## src/rtl/serial_add_seq_pkg.sv

```systemverilog
`default_nettype none
// ============================================================================
// Module  : serial_add_seq_pkg
// Purpose : Shared types and helpers for the bit-serial adder.
// Revision: 1.0 - initial release
// ============================================================================
package serial_add_seq_pkg;

    // Controller states: waiting for operands, shifting bits, holding result.
    typedef enum logic [1:0] {
        IDLE = 2'd0,
        RUN  = 2'd1,
        DONE = 2'd2
    } state_t;

    // Ceiling log2, usable in constant expressions; clog2(1) = 0.
    function automatic int clog2(input int value);
        int r;
        r = 0;
        for (int i = 0; i < 31; i++) begin
            if ((1 << i) < value) begin
                r = i + 1;
            end
        end
        return r;
    endfunction

endpackage : serial_add_seq_pkg
`default_nettype wire

```

## src/rtl/serial_add_seq_fa_cell.sv

```systemverilog
`default_nettype none
// ============================================================================
// Module  : fa_cell
// Purpose : Purely combinational 1-bit full adder used by the serial adder.
// Revision: 1.0 - initial release
// ============================================================================
module fa_cell (
    input  logic x,
    input  logic y,
    input  logic ci,
    output logic s,
    output logic co
);

    logic w_p;

    // Propagate term shared by sum and carry.
    assign w_p = x ^ y;
    assign s   = w_p ^ ci;
    assign co  = (x & y) | (ci & w_p);

endmodule : fa_cell
`default_nettype wire

```

## src/rtl/serial_add_seq.sv

```systemverilog
`default_nettype none
// ============================================================================
// Module  : serial_add_seq
// Purpose : Bit-serial W-bit adder built on one full-adder cell. Operands are
//           accepted on a valid/ready handshake, summed LSB first over W
//           cycles, and the sum/carry-out offered on an output handshake.
// Revision: 1.0 - initial release
// ============================================================================
module serial_add_seq
    import serial_add_seq_pkg::*;
#(
    parameter int W = 8
) (
    input  logic         clk,
    input  logic         rst,
    input  logic         in_valid,
    output logic         in_ready,
    input  logic [W-1:0] a,
    input  logic [W-1:0] b,
    input  logic         cin,
    output logic         out_valid,
    input  logic         out_ready,
    output logic [W-1:0] sum,
    output logic         cout,
    output logic         busy
);

    // Counter must hold 0..W without wrapping.
    localparam int             CNT_W    = clog2(W + 1);
    localparam logic [CNT_W-1:0] CNT_LAST = CNT_W'(W - 1);

    state_t             state_q, state_d;
    logic [W-1:0]       sa_q, sa_d;
    logic [W-1:0]       sb_q, sb_d;
    logic [W-1:0]       sr_q, sr_d;
    logic               cy_q, cy_d;
    logic [CNT_W-1:0]   cnt_q, cnt_d;

    logic               fa_s;
    logic               fa_co;

    // The single full-adder cell always looks at the current LSBs and carry.
    fa_cell u_fa (
        .x  (sa_q[0]),
        .y  (sb_q[0]),
        .ci (cy_q),
        .s  (fa_s),
        .co (fa_co)
    );

    // State and datapath registers with synchronous reset.
    always_ff @(posedge clk) begin
        if (rst) begin
            state_q <= IDLE;
            sa_q    <= '0;
            sb_q    <= '0;
            sr_q    <= '0;
            cy_q    <= 1'b0;
            cnt_q   <= '0;
        end else begin
            state_q <= state_d;
            sa_q    <= sa_d;
            sb_q    <= sb_d;
            sr_q    <= sr_d;
            cy_q    <= cy_d;
            cnt_q   <= cnt_d;
        end
    end

    // Next-state and datapath update: load in IDLE, shift in RUN, hold in DONE.
    always_comb begin
        state_d = state_q;
        sa_d    = sa_q;
        sb_d    = sb_q;
        sr_d    = sr_q;
        cy_d    = cy_q;
        cnt_d   = cnt_q;
        case (state_q)
            IDLE: begin
                if (in_valid) begin
                    sa_d    = a;
                    sb_d    = b;
                    cy_d    = cin;
                    sr_d    = '0;
                    cnt_d   = '0;
                    state_d = RUN;
                end
            end
            RUN: begin
                sa_d       = sa_q >> 1;
                sb_d       = sb_q >> 1;
                // New sum bit enters at the MSB so after W shifts bit 0 is LSB.
                sr_d       = sr_q >> 1;
                sr_d[W-1]  = fa_s;
                cy_d       = fa_co;
                cnt_d      = cnt_q + CNT_W'(1);
                if (cnt_q == CNT_LAST) begin
                    state_d = DONE;
                end
            end
            DONE: begin
                if (out_ready) begin
                    state_d = IDLE;
                end
            end
            default: begin
                state_d = IDLE;
            end
        endcase
    end

    // Outputs decode only registered state, so no input reaches them combinationally.
    assign in_ready  = (state_q == IDLE);
    assign busy      = (state_q == RUN);
    assign out_valid = (state_q == DONE);
    assign sum       = sr_q;
    assign cout      = cy_q;

endmodule : serial_add_seq
`default_nettype wire

```

## config.mk

```make
export PLATFORM = sky130hd
export DESIGN_NAME = serial_add_seq
export DESIGN_NICKNAME = d
export VERILOG_FILES = /design/src/rtl/serial_add_seq_pkg.sv /design/src/rtl/serial_add_seq_fa_cell.sv /design/src/rtl/serial_add_seq.sv
export SDC_FILE = /design/constraint.sdc
export NUM_CORES = 1
export LEC_CHECK = 0
export CAP_MARGIN = 20
export CORE_UTILIZATION = 48
export CTS_CLUSTER_SIZE = 10
export DETAILED_ROUTE_END_ITERATION = 7
export PLACE_DENSITY_LB_ADDON = 0.12
export SLEW_MARGIN = 20
export SYNTH_ARGS = -nofsm -noshare
export SYNTH_HDL_FRONTEND = slang
export SYNTH_SLANG_ARGS = --single-unit
```

## constraint.sdc

```tcl
create_clock -name clk -period 1.5 [get_ports clk]
set_input_delay 0.3 -clock clk [delete_from_list [all_inputs] [get_ports clk]]
set_output_delay 0.3 -clock clk [all_outputs]
set_load 0.01 [all_outputs]
```

# Word level (Yosys, flattened, before mapping)
# Cells that the tools add are included.
totals:
  output_inout_bits: 12
  in_bits: 21
  wordCells: 36
  ff_bits: 31
op_classes:
  n_reduce_logical: 4
  add_sub_neg: 1
  n_eq_ne: 6
  bitwise: 5
  mux: 14
ops:
  columns: ["op", "n"]
  rows:
  - ["case mux 8 bit (2 select lines)", 3]
  - ["two-way mux 8 bit", 3]
  - ["case mux 4 bit (2 select lines)", 1]
  - ["two-way mux 2 bit", 3]
  - ["case mux 2 bit (3 select lines)", 1]
  - ["adder 4 x 1 -> 4 bit (second input constant)", 1]
  - ["equality test 4 x 3 -> 1 bit (second input constant)", 1]
  - ["two-way mux 4 bit", 1]
  - ["!= test 2 x 1 -> 1 bit (second input constant)", 2]
  - ["AND reduction 3 bit", 1]
  - ["AND 1 bit", 2]
  - ["equality test 2 x 1 -> 1 bit (second input constant)", 1]
  - ["equality test 2 bit (second input constant)", 1]
  - ["logical NOT 2 bit", 1]
  - ["!= test 2 bit (second input constant)", 1]
  - ["case mux 1 bit (2 select lines)", 1]
  - ["AND reduction 2 bit", 1]
  - ["nonzero test 2 bit", 1]
  - ["bitwise XOR 1 bit", 2]
  - ["two-way mux 1 bit", 1]
  - ["OR 1 bit", 1]

# Longest topological paths before layout
# Gate-level depths: netlist (run 1).
logic_depth:
  depth_word: 4
  ltp_mapped: 5
  depth_no_buf: 4

# By module
# A second synthesis (run 1) with hierarchy kept.
unflattened:
  cells_unflattened: 181
  area_unflattened_um2: 1486.4
by_module_without_submodules:
  columns: ["module", "n_inst", "area_per_inst_um2", "cells_each", "seq_area_each_um2"]
  rows:
  - ["serial_add_seq", 1, 1466.4, 180, 620.6]
  - ["fa_cell", 1, 20.0, 1, 0.0]

# Least setup slack after synthesis (run 1)
# OpenSTA, ideal clock, no wires.
synth_timing:
  kind: "register -> register"
  from: "reg cy_q, in the netlist cout"
  to: "reg cy_q, in the netlist cout"
  setup_time_ns: 0.086
  synth_period_minus_slack_ns: 1.331
  path_stages_with_launch: 5
  required_time_ns: 1.414
  slack_ns: 0.169
  arrival_time_ns: 1.245
  path_buffers: 0
  cell_sequence: "dfxtp_1 -> inv_1 -> fa_1 -> o21a_1 -> a221oi_2"
synth_between:
  elab_chain_len: 3
synth_lines:
  columns: ["element", "line", "source"]
  rows:
  - ["start, declared", "serial_add_seq.sv:36", "logic cy_q, cy_d;"]
  - ["start signal, assigned", "serial_add_seq.sv:65", "cy_q <= cy_d;"]
  - ["AND 1 bit", "serial_add_seq_fa_cell.sv:20", "assign co = (x & y) | (ci & w_p);"]
  - ["OR 1 bit", "serial_add_seq_fa_cell.sv:20", null]
  - ["case mux 1 bit (2 select lines)", "serial_add_seq.sv:78", "case (state_q)"]
# Every way passes these cells.
# A chain may end at the register's enable or synchronous reset.

# Worst setup path in the final report (run 1)
layout_timing:
  from: "reg state_q[1]"
  to: "out in_ready"
layout_between:
  elab_chain_len: 1
layout_lines:
  columns: ["element", "line", "source"]
  rows:
  - ["start, declared", "serial_add_seq.sv:32", "state_t state_q, state_d;"]
  - ["start signal, assigned", "serial_add_seq.sv:61", "state_q <= state_d;"]
  - ["logical NOT 2 bit", "serial_add_seq.sv:113", "assign in_ready = (state_q == IDLE);"]
  - ["end, declared", "serial_add_seq.sv:17", "output logic in_ready,"]
# Every way passes these cells.

==> results of run 1 <==
==> metrics by stage <==
step	cell area (µm²)	total power [mW]
finish	1798	1.653
global route	1798	1.746
CTS	1803	1.666
detailed placement	1764	1.210
global placement	1764	1.196
floorplan	1350	1.075
==> synthesized netlist by cell type (all sizes together) (2+ instances only) <==
library cell	count
a211oi	7
a21oi	15
a221oi	2
a22oi	8
a32oi	2
buf	8
clkbuf	4
dfxtp	31
inv	4
nand2	8
nand2b	9
nand3	2
nor2	27
nor3	9
or3b	8
==> final cells by class <==
cell class | count | area (µm²) | area share
sequential | 31 | 623.1 | 0.3466
timing repair buffer | 45 | 411.6 | 0.2289
tap | 30 | 37.54 | 0.02088
clock inverter | 1 | 5.005 | 0.002784
clock buffer | 7 | 45.04 | 0.02505
inverter | 4 | 15.01 | 0.008351
multi-input combinational | 109 | 660.6 | 0.3674
==> cells by family (layout without fill, tap and decap cells) <==
kind of cell	count (synthesis)	count (layout)	share of synthesized area
AND/OR/NAND/NOR	66	66	0.2484
AO/OA/AOI/OAI	40	40	0.2095
flip-flops	31	31	0.4597
buffers and inverters	16	57	0.05096
adder cells (fa/ha/maj)	2	2	0.02410
multiplexers	1	1	0.007415
==> what timing repair did <==
| action | 4_1_cts | 5_1_grt |
|---|---|---|
| setup endpoints to repair | 12 | 1 |
| pin swaps | 0 | 0 |
| gates resized for setup | 15 | 1 |
==> power by group <==
| part | switching, mW | internal [mW] | total (mW) | leakage, nW |
|---|---|---|---|---|
| sequential | 0.0260 | 0.870 | 0.896 | 0.255 |
| clock | 0.284 | 0.182 | 0.466 | 0.0293 |
| combinational | 0.138 | 0.152 | 0.290 | 0.481 |
| total | 0.448 | 1.20 | 1.65 | 0.765 |
==> routing by layer <==
metal,track usage,up-vias,wire length (µm)
li1,-,625,-
met1,0.2807,561,1442
met2,0.4016,24,1435
met3,0.09290,6,169
met4,0.07500,0,44
met5,0,-,0
==> worst max-delay path, stage by stage, from the launching register on <==
cell and delay, ns:
dfxtp_2 0.35, nor2_1 0.15, dlygate4sd2_1 0.28
==> worst max-delay path by stage <==
stage,from,endpoint,slack (ns),cells past startpoint
floorplan,cout$_SDFFE_PP0P_,cout$_SDFFE_PP0P_,0.17,4
finish,state_q[1]$_SDFFE_PP0P_,in_ready,0.09,2
global route,state_q[0]$_SDFFE_PP0P_,in_ready,0.01,2
detailed placement,in_valid,sa_q[3]$_SDFFE_PP0P_,-0.18,6
global placement,in_valid,sb_q[0]$_SDFFE_PP0P_,-0.13,6
CTS,state_q[1]$_SDFFE_PP0P_,busy,0.02,3
==> state kept, by name, summed over array words and instances, names as in the netlist <==
register	flops
cnt_q	4
sa_q	8
sum	8
sb_q	8
state_q	2
cout	1
==> flow_metrics.env, run 1 <==
export IMPL_finalSetupTns_ns=0
export IMPL_setup_ws_ns=0.08677
export IMPL_drc=0
export IMPL_avgSynthCellArea_um2=8.654
export IMPL_placedCellCount=219
export IMPL_rr_startpoint="state_q[1]$_SDFFE_PP0P_"
export IMPL_gp_congestion=0.7184
export IMPL_hold_class="register to register"
export IMPL_fin_cells=227
export IMPL_final_cell_mix="29 x dfxtp_1, 27 x nor2_1, 20 x clkdlybuf4s50_1"
export IMPL_initial_core_util=0.5258
export IMPL_synth_top_area_share=0.4597
export IMPL_r2r_end="sa_q[3]$_SDFFE_PP0P_"
export IMPL_area_delta_synth_final_pct=33.18
export IMPL_period_minus_slack_ns=1.413
export IMPL_hold_end="sa_q[4]$_SDFFE_PP0P_"
export IMPL_setup_viol=0
export IMPL_fill_cells=234
export IMPL_rsz0062_at_grt="no"
export IMPL_ys_seq_area_frac=0.4597
export IMPL_clkTransAtPathRegs_ns=0.09
export IMPL_clock_latency_ns=0.33
export IMPL_overflow=0
export IMPL_crit_path_end_kind="primary output"
export IMPL_post_drt_via_cell_ratio=5.357
export IMPL_drive_above_1_share=0.1320
export IMPL_critPathKind="register to primary output"
export IMPL_ctsHoldBuffers=0
export IMPL_slew_limit_headroom=0.8327
export IMPL_cts_setup_buffers=0
export IMPL_synthesis_area_um2=1350
export IMPL_crit_path_start_kind="register"
export IMPL_yosys_warnings=0
export IMPL_hold_worst_slack_ns=0.4907
export IMPL_wl_per_cell_um=13.62
export IMPL_worst_pin_slew_ns=0.2509
export IMPL_cts_root_buf="clkbuf_4"
export IMPL_final_util=0.7003
export IMPL_r2r_cells=5
export IMPL_hold_depth=2
export IMPL_grt_max_degree=32
export IMPL_dieArea_um2=3029
export IMPL_ys_async_sr_fraction=0
export IMPL_hold_start="sa_q[4]$_SDFFE_PP0P_"
export IMPL_leakage_nw=0.7653
export IMPL_vias=1216
export IMPL_synth_area_leaders="dfxtp_1 46%, nor2_1 7.5%, a21oi_1 5.6%"
export IMPL_dieWidth_um=55.04
export IMPL_dominantRegCellSynth="dfxtp_1"
export IMPL_rows=18
export IMPL_portBuffers=32
export IMPL_dp_hpwl_um=2108
export IMPL_cts_tree="done"
export IMPL_routed_wirelength_um=3091
export IMPL_drv_cap=0
export IMPL_grt_pass1_vias=1169
export IMPL_core_um2=2567
export IMPL_post_route_period_util=0.9422
export IMPL_htree_levels=2
export IMPL_grt_total_usage=0.2398
export IMPL_final_common_cell="dfxtp_1"
export IMPL_synth_nets=179
export IMPL_critPathArrivalTime_ns=1.11
export IMPL_finalHoldViolations=0
export IMPL_yosysUniqueCellTypes=30
export IMPL_ys_ff_latch=31
export IMPL_cp_required_ns=1.20
export IMPL_syn_inst=156
export IMPL_antenna_found_initial=0
export IMPL_die_y_um=55.04
export IMPL_synth_edf_count=0
export IMPL_ff2ff_setup_slack_ns=0.15
export IMPL_numCtsBuffers=5
export IMPL_cts_sinks=31
export IMPL_antenna_left=0
export IMPL_io_pins=33
export IMPL_max_freq_mhz=707.6
export IMPL_num_antenna_cells=0
export IMPL_cts_buffer_depth=2
export IMPL_post_synth_top_area_cell="dfxtp_1"
export IMPL_drv_slew=0
export IMPL_path_max_fanout=5
export IMPL_dr_pass1_iters=4
export IMPL_drt_initial_drc_count=13
export IMPL_finClkSkew_ns=0.001422
export IMPL_status="finished, final reports clean"
export IMPL_pre_cts_slack_ns=-0.1801
export IMPL_grt_first_pass_wirelength_um=4995
export IMPL_ir_drop_uv=833.6
export IMPL_power_density_nw_per_um2=919.1
export IMPL_nets=219
No activity file was read; power rests on OpenSTA's default activity.
==> run 2, diff against run 1 <==
--- a/config.mk
+++ b/config.mk
@@ -9,7 +9,9 @@
 export CORE_UTILIZATION = 48
 export CTS_CLUSTER_SIZE = 10
 export DETAILED_ROUTE_END_ITERATION = 7
+export HOLD_SLACK_MARGIN = 0.08
 export PLACE_DENSITY_LB_ADDON = 0.12
+export RECOVER_POWER = 100
 export SLEW_MARGIN = 20
 export SYNTH_ARGS = -nofsm -noshare
 export SYNTH_HDL_FRONTEND = slang
==> run 2 against run 1 <==
  * Critical path type unchanged
  * Fmax shrank 0.28%
  * Clock skew is 0.0022 ns higher
  * Sequential power is essentially flat
  * Critical endpoint unchanged
  * Die area unchanged
  * Via count up 0.33%
  * First-iteration DRC count is 23% higher
  * Largest cell class unchanged
  * Cell area shrank 0.83%
  * Sequential cell count stayed put
  * Worst hold slack barely moved
  * Clock-buffer cell count did not move
==> flow_metrics.env, run 2 (synthesis gave the netlist of run 1 again) <==
export IMPL_critPathKind="register to primary output"
export IMPL_finalHoldViolations=0
export IMPL_drt_initial_drc_count=16
export IMPL_finalSetupTns_ns=0
export IMPL_clkTransAtPathRegs_ns=0.10
export IMPL_p_total_mw=1.648
export IMPL_cts_root_buf="clkbuf_4"
export IMPL_final_common_cell="dfxtp_1"
export IMPL_final_util=0.6944
export IMPL_status="finished, final reports clean"
export IMPL_setup_ws_ns=0.08277
export IMPL_pre_cts_slack_ns=-0.1801
export IMPL_area_delta_synth_final_pct=32.07
export IMPL_hold_worst_slack_ns=0.4905
export IMPL_hold_class="register to register"
export IMPL_overflow=0
export IMPL_cts_repair_resized=15
export IMPL_leakage_nw=0.7603
export IMPL_ctsHoldBuffers=0
export IMPL_grt_total_usage=0.2398
export IMPL_routed_wirelength_um=3099
export IMPL_cp_required_ns=1.20
export IMPL_dieArea_um2=3029
export IMPL_post_drt_via_cell_ratio=5.374
export IMPL_cts_buffer_depth=2
export IMPL_numCtsBuffers=5
export IMPL_nets=219
export IMPL_antenna_found_initial=0
export IMPL_crit_path_start_kind="register"
export IMPL_antenna_left=0
export IMPL_vias=1220
export IMPL_io_pins=33
export IMPL_slew_limit_headroom=0.8319
export IMPL_period_minus_slack_ns=1.417
export IMPL_drv_cap=0
export IMPL_rsz0062_at_grt="no"
export IMPL_grt_first_pass_wirelength_um=4995
export IMPL_gp_congestion=0.7184
export IMPL_dieWidth_um=55.04
export IMPL_htree_levels=2
export IMPL_finClkSkew_ns=0.003666
export IMPL_grt_max_degree=32
export IMPL_cts_setup_buffers=0
export IMPL_power_density_nw_per_um2=924.1
export IMPL_final_cell_mix="29 x dfxtp_1, 27 x nor2_1, 20 x clkdlybuf4s50_1"
export IMPL_setup_viol=0
export IMPL_post_route_period_util=0.9448
export IMPL_critPathArrivalTime_ns=1.12
export IMPL_cts_sinks=31
export IMPL_rows=18
export IMPL_die_y_um=55.04
export IMPL_initial_core_util=0.5258
export IMPL_portBuffers=32
export IMPL_core_um2=2567
export IMPL_path_max_fanout=5
export IMPL_cts_tree="done"
export IMPL_grt_pass1_vias=1169
export IMPL_ir_drop_uv=837.2
export IMPL_drc=0
export IMPL_drv_slew=0
export IMPL_worst_pin_slew_ns=0.2521
export IMPL_drive_above_1_share=0.1168
export IMPL_max_freq_mhz=705.6
export IMPL_wl_per_cell_um=13.65
export IMPL_clock_latency_ns=0.33
export IMPL_dp_hpwl_um=2108
export IMPL_dr_pass1_iters=6
export IMPL_num_antenna_cells=0
export IMPL_crit_path_end_kind="primary output"
==> run 2: changes by cell type in the layout (fill, tap and decap cells not counted), sizes merged <==
cell,delta
buf,-4
clkbuf,+4
==> run 2: power breakdown <==
group          switching, mW  internal, mW  total (mW)
Clock                  0.286         0.182       0.468
Combinational          0.135         0.148       0.283
Sequential            0.0263         0.870       0.896
==> run 2: path summary, 6_finish.rpt <==
check	start	end	slack (ns)	depth (start not counted)
max	state_q[0]$_SDFFE_PP0P_	in_ready	0.08	2
min	sa_q[4]$_SDFFE_PP0P_	sa_q[4]$_SDFFE_PP0P_	0.49	2
max reg2reg	cout$_SDFFE_PP0P_	cout$_SDFFE_PP0P_	0.13	4
min reg2reg	sa_q[4]$_SDFFE_PP0P_	sa_q[4]$_SDFFE_PP0P_	0.49	2
==> run 2: worst max-delay path, stage by stage, from the launching register on <==
cell	delay (ns)
dfxtp_2	0.36
nor2_1	0.14
dlygate4sd2_1	0.28
==> run 2: routing by layer <==
| metal | share of wire | track usage |
|---|---|---|
| met4 | 0.013 | 0.07500 |
| met5 | 0 | 0 |
| met2 | 0.47 | 0.4016 |
| met3 | 0.067 | 0.09290 |
| met1 | 0.45 | 0.2807 |
==> run 2: cell type report <==
cell class / instances / area (µm²)
clock buffer: 7 / 45.04
tap: 30 / 37.54
timing repair buffer: 45 / 402.9
sequential: 31 / 623.1
clock inverter: 1 / 5.005
multi-input combinational: 109 / 654.4
fill: 240 / 784.5
inverter: 4 / 15.01
==> run 2: through the flow <==
step | cell area [µm²] | instances
after floorplan | 1350 | 156
after global placement | 1764 | 219
after detailed placement | 1764 | 219
after CTS | 1803 | 227
after global routing | 1783 | 227
final | 1783 | 227
==> run 3, diff against run 2 <==
--- a/config.mk
+++ b/config.mk
@@ -12,6 +12,7 @@
 export HOLD_SLACK_MARGIN = 0.08
 export PLACE_DENSITY_LB_ADDON = 0.12
 export RECOVER_POWER = 100
+export REMOVE_ABC_BUFFERS = 1
 export SLEW_MARGIN = 20
 export SYNTH_ARGS = -nofsm -noshare
 export SYNTH_HDL_FRONTEND = slang
==> run 3 against run 2 <==
  * Register-to-register slack about the same
  * Critical path type unchanged
  * Critical endpoint unchanged
  * Clock power rose by 32%
  * Non-clock buffer count is 3 lower
==> flow_metrics.env, run 3 (synthesis gave the netlist of run 1 again) <==
export IMPL_finalHoldViolations=0
export IMPL_r2r_cells=4
export IMPL_htree_levels=2
export IMPL_nets=216
export IMPL_hold_start="sa_q[4]$_SDFFE_PP0P_"
export IMPL_cts_sinks=31
export IMPL_period_minus_slack_ns=1.438
export IMPL_overflow=0
export IMPL_cp_required_ns=1.20
export IMPL_max_freq_mhz=695.6
export IMPL_area_delta_synth_final_pct=33.64
export IMPL_final_cell_mix="29 x dfxtp_1, 26 x nor2_1, 20 x clkdlybuf4s50_1"
export IMPL_path_cells="nor2_2 > dlygate4sd2_1"
export IMPL_antenna_left=0
export IMPL_rows=18
export IMPL_grt_max_degree=32
export IMPL_postPlaceCellArea_um2=1754
export IMPL_worst_pin_slew_ns=0.3043
export IMPL_dp_hpwl_um=2112
export IMPL_finClkSkew_ns=0.006451
export IMPL_hold_depth=2
export IMPL_crit_path_start_kind="register"
export IMPL_design_area_um2=1804
export IMPL_cts_setup_buffers=0
export IMPL_dieArea_um2=3029
export IMPL_post_route_period_util=0.9584
export IMPL_dr_pass1_iters=4
export IMPL_final_common_cell="dfxtp_1"
export IMPL_critical_path_slowest_cell="dfxtp_2"
export IMPL_setup_viol=0
export IMPL_p_total_mw=1.800
export IMPL_status="finished, final reports clean"
export IMPL_drv_cap=0
export IMPL_dieWidth_um=55.04
export IMPL_drt_initial_drc_count=31
export IMPL_path_buf_inv=1
export IMPL_multi_input_area_um2=656.9
export IMPL_clkTransAtPathRegs_ns=0.10
export IMPL_critical_path_max_stage_delay_ns=0.35
export IMPL_cpLargestDelayFamily="flip-flops"
export IMPL_initial_core_util=0.5258
export IMPL_cts_tree="done"
export IMPL_cts_buffer_depth=2
export IMPL_drive_above_1_share=0.1088
export IMPL_leakage_nw=0.7584
export IMPL_r2r_end="cout$_SDFFE_PP0P_"
export IMPL_power_density_nw_per_um2=997.6
export IMPL_fill_cells=221
export IMPL_grt_first_pass_wirelength_um=4740
export IMPL_path_max_fanout=4
export IMPL_antenna_found_initial=0
export IMPL_vias=1248
export IMPL_crit_path_end_kind="primary output"
export IMPL_ir_drop_uv=911.8
export IMPL_critPathKind="register to primary output"
export IMPL_cts_root_buf="clkbuf_4"
export IMPL_numCtsBuffers=5
export IMPL_ff2ff_setup_slack_ns=0.13
export IMPL_pre_cts_slack_ns=-0.2363
export IMPL_hold_class="register to register"
export IMPL_seq_area_um2=623.1
export IMPL_rsz0062_at_grt="no"
export IMPL_io_pins=33
export IMPL_hold_end="sa_q[4]$_SDFFE_PP0P_"
export IMPL_wl_per_cell_um=13.68
export IMPL_hold_worst_slack_ns=0.4953
export IMPL_routed_wirelength_um=3050
export IMPL_drc=0
export IMPL_final_util=0.7027
export IMPL_die_y_um=55.04
export IMPL_num_antenna_cells=0
export IMPL_slew_limit_headroom=0.7965
export IMPL_rr_startpoint="cout$_SDFFE_PP0P_"
export IMPL_gp_congestion=0.7760
export IMPL_drv_slew=0
export IMPL_critPathArrivalTime_ns=1.14
export IMPL_setup_ws_ns=0.06242
export IMPL_clock_latency_ns=0.33
export IMPL_grt_pass1_vias=1143
export IMPL_core_um2=2567
export IMPL_post_drt_via_cell_ratio=5.596
export IMPL_grt_total_usage=0.2263
export IMPL_portBuffers=32
[run 3: final cells by class]
cell class	count	share of cell area
Tap cell	30	0.02080
Clock inverter	1	0.01664
Sequential cell	31	0.3454
Multi-Input combinational cell	109	0.3641
Inverter	4	0.008322
Timing Repair Buffer	42	0.2219
Clock buffer	6	0.02288
[run 3: power breakdown]
part,leakage (nW),switching (mW),internal (mW)
Clock,0.0383,0.276,0.343
Sequential,0.255,0.0260,0.870
Combinational,0.465,0.135,0.150
Total,0.758,0.437,1.36
[run 3: layer usage]
| layer | up-vias | global-route usage | share of wire |
|---|---|---|---|
| met5 | - | 0 | 0 |
| met4 | 0 | 0.1208 | 0.019 |
| met3 | 10 | 0.06011 | 0.057 |
| met2 | 41 | 0.3695 | 0.49 |
| met1 | 576 | 0.2692 | 0.44 |
| li1 | 621 | - | - |
[run 3: tightest hold or removal path, cell delays in order (launching register included)]
cell and delay [ns]:
dfxtp_1 0.32, nor2_1 0.09, nor3_1 0.05
[run 3: through the flow]
step | TNS [ns] | std cells
4_1_cts | 0 | 223
6_report | 0 | 223
2_1_floorplan | -0.8208 | 144
5_1_grt | 0 | 223
3_3_place_gp | -2.065 | 216
3_5_place_dp | -3.556 | 216
[run 3: worst max-delay path by stage]
stage | to | cells past startpoint | slack, ns | from
2_1_floorplan | sb_q[0]$_SDFFE_PP0P_ | 4 | -0.16 | state_q[0]$_SDFFE_PP0P_
3_3_place_gp | sb_q[6]$_SDFFE_PP0P_ | 4 | -0.16 | in_valid
3_5_place_dp | sb_q[6]$_SDFFE_PP0P_ | 5 | -0.24 | in_valid
4_1_cts | busy | 3 | 0.04 | state_q[1]$_SDFFE_PP0P_
5_1_grt | out_valid | 2 | 0.002 | state_q[1]$_SDFFE_PP0P_
6_report | in_ready | 2 | 0.06 | state_q[1]$_SDFFE_PP0P_
[run 3: repair_timing]
item,in CTS,in global routing
hold buffers,0,0
gates resized for setup,15,1
endpoints found under the setup margin,12,1
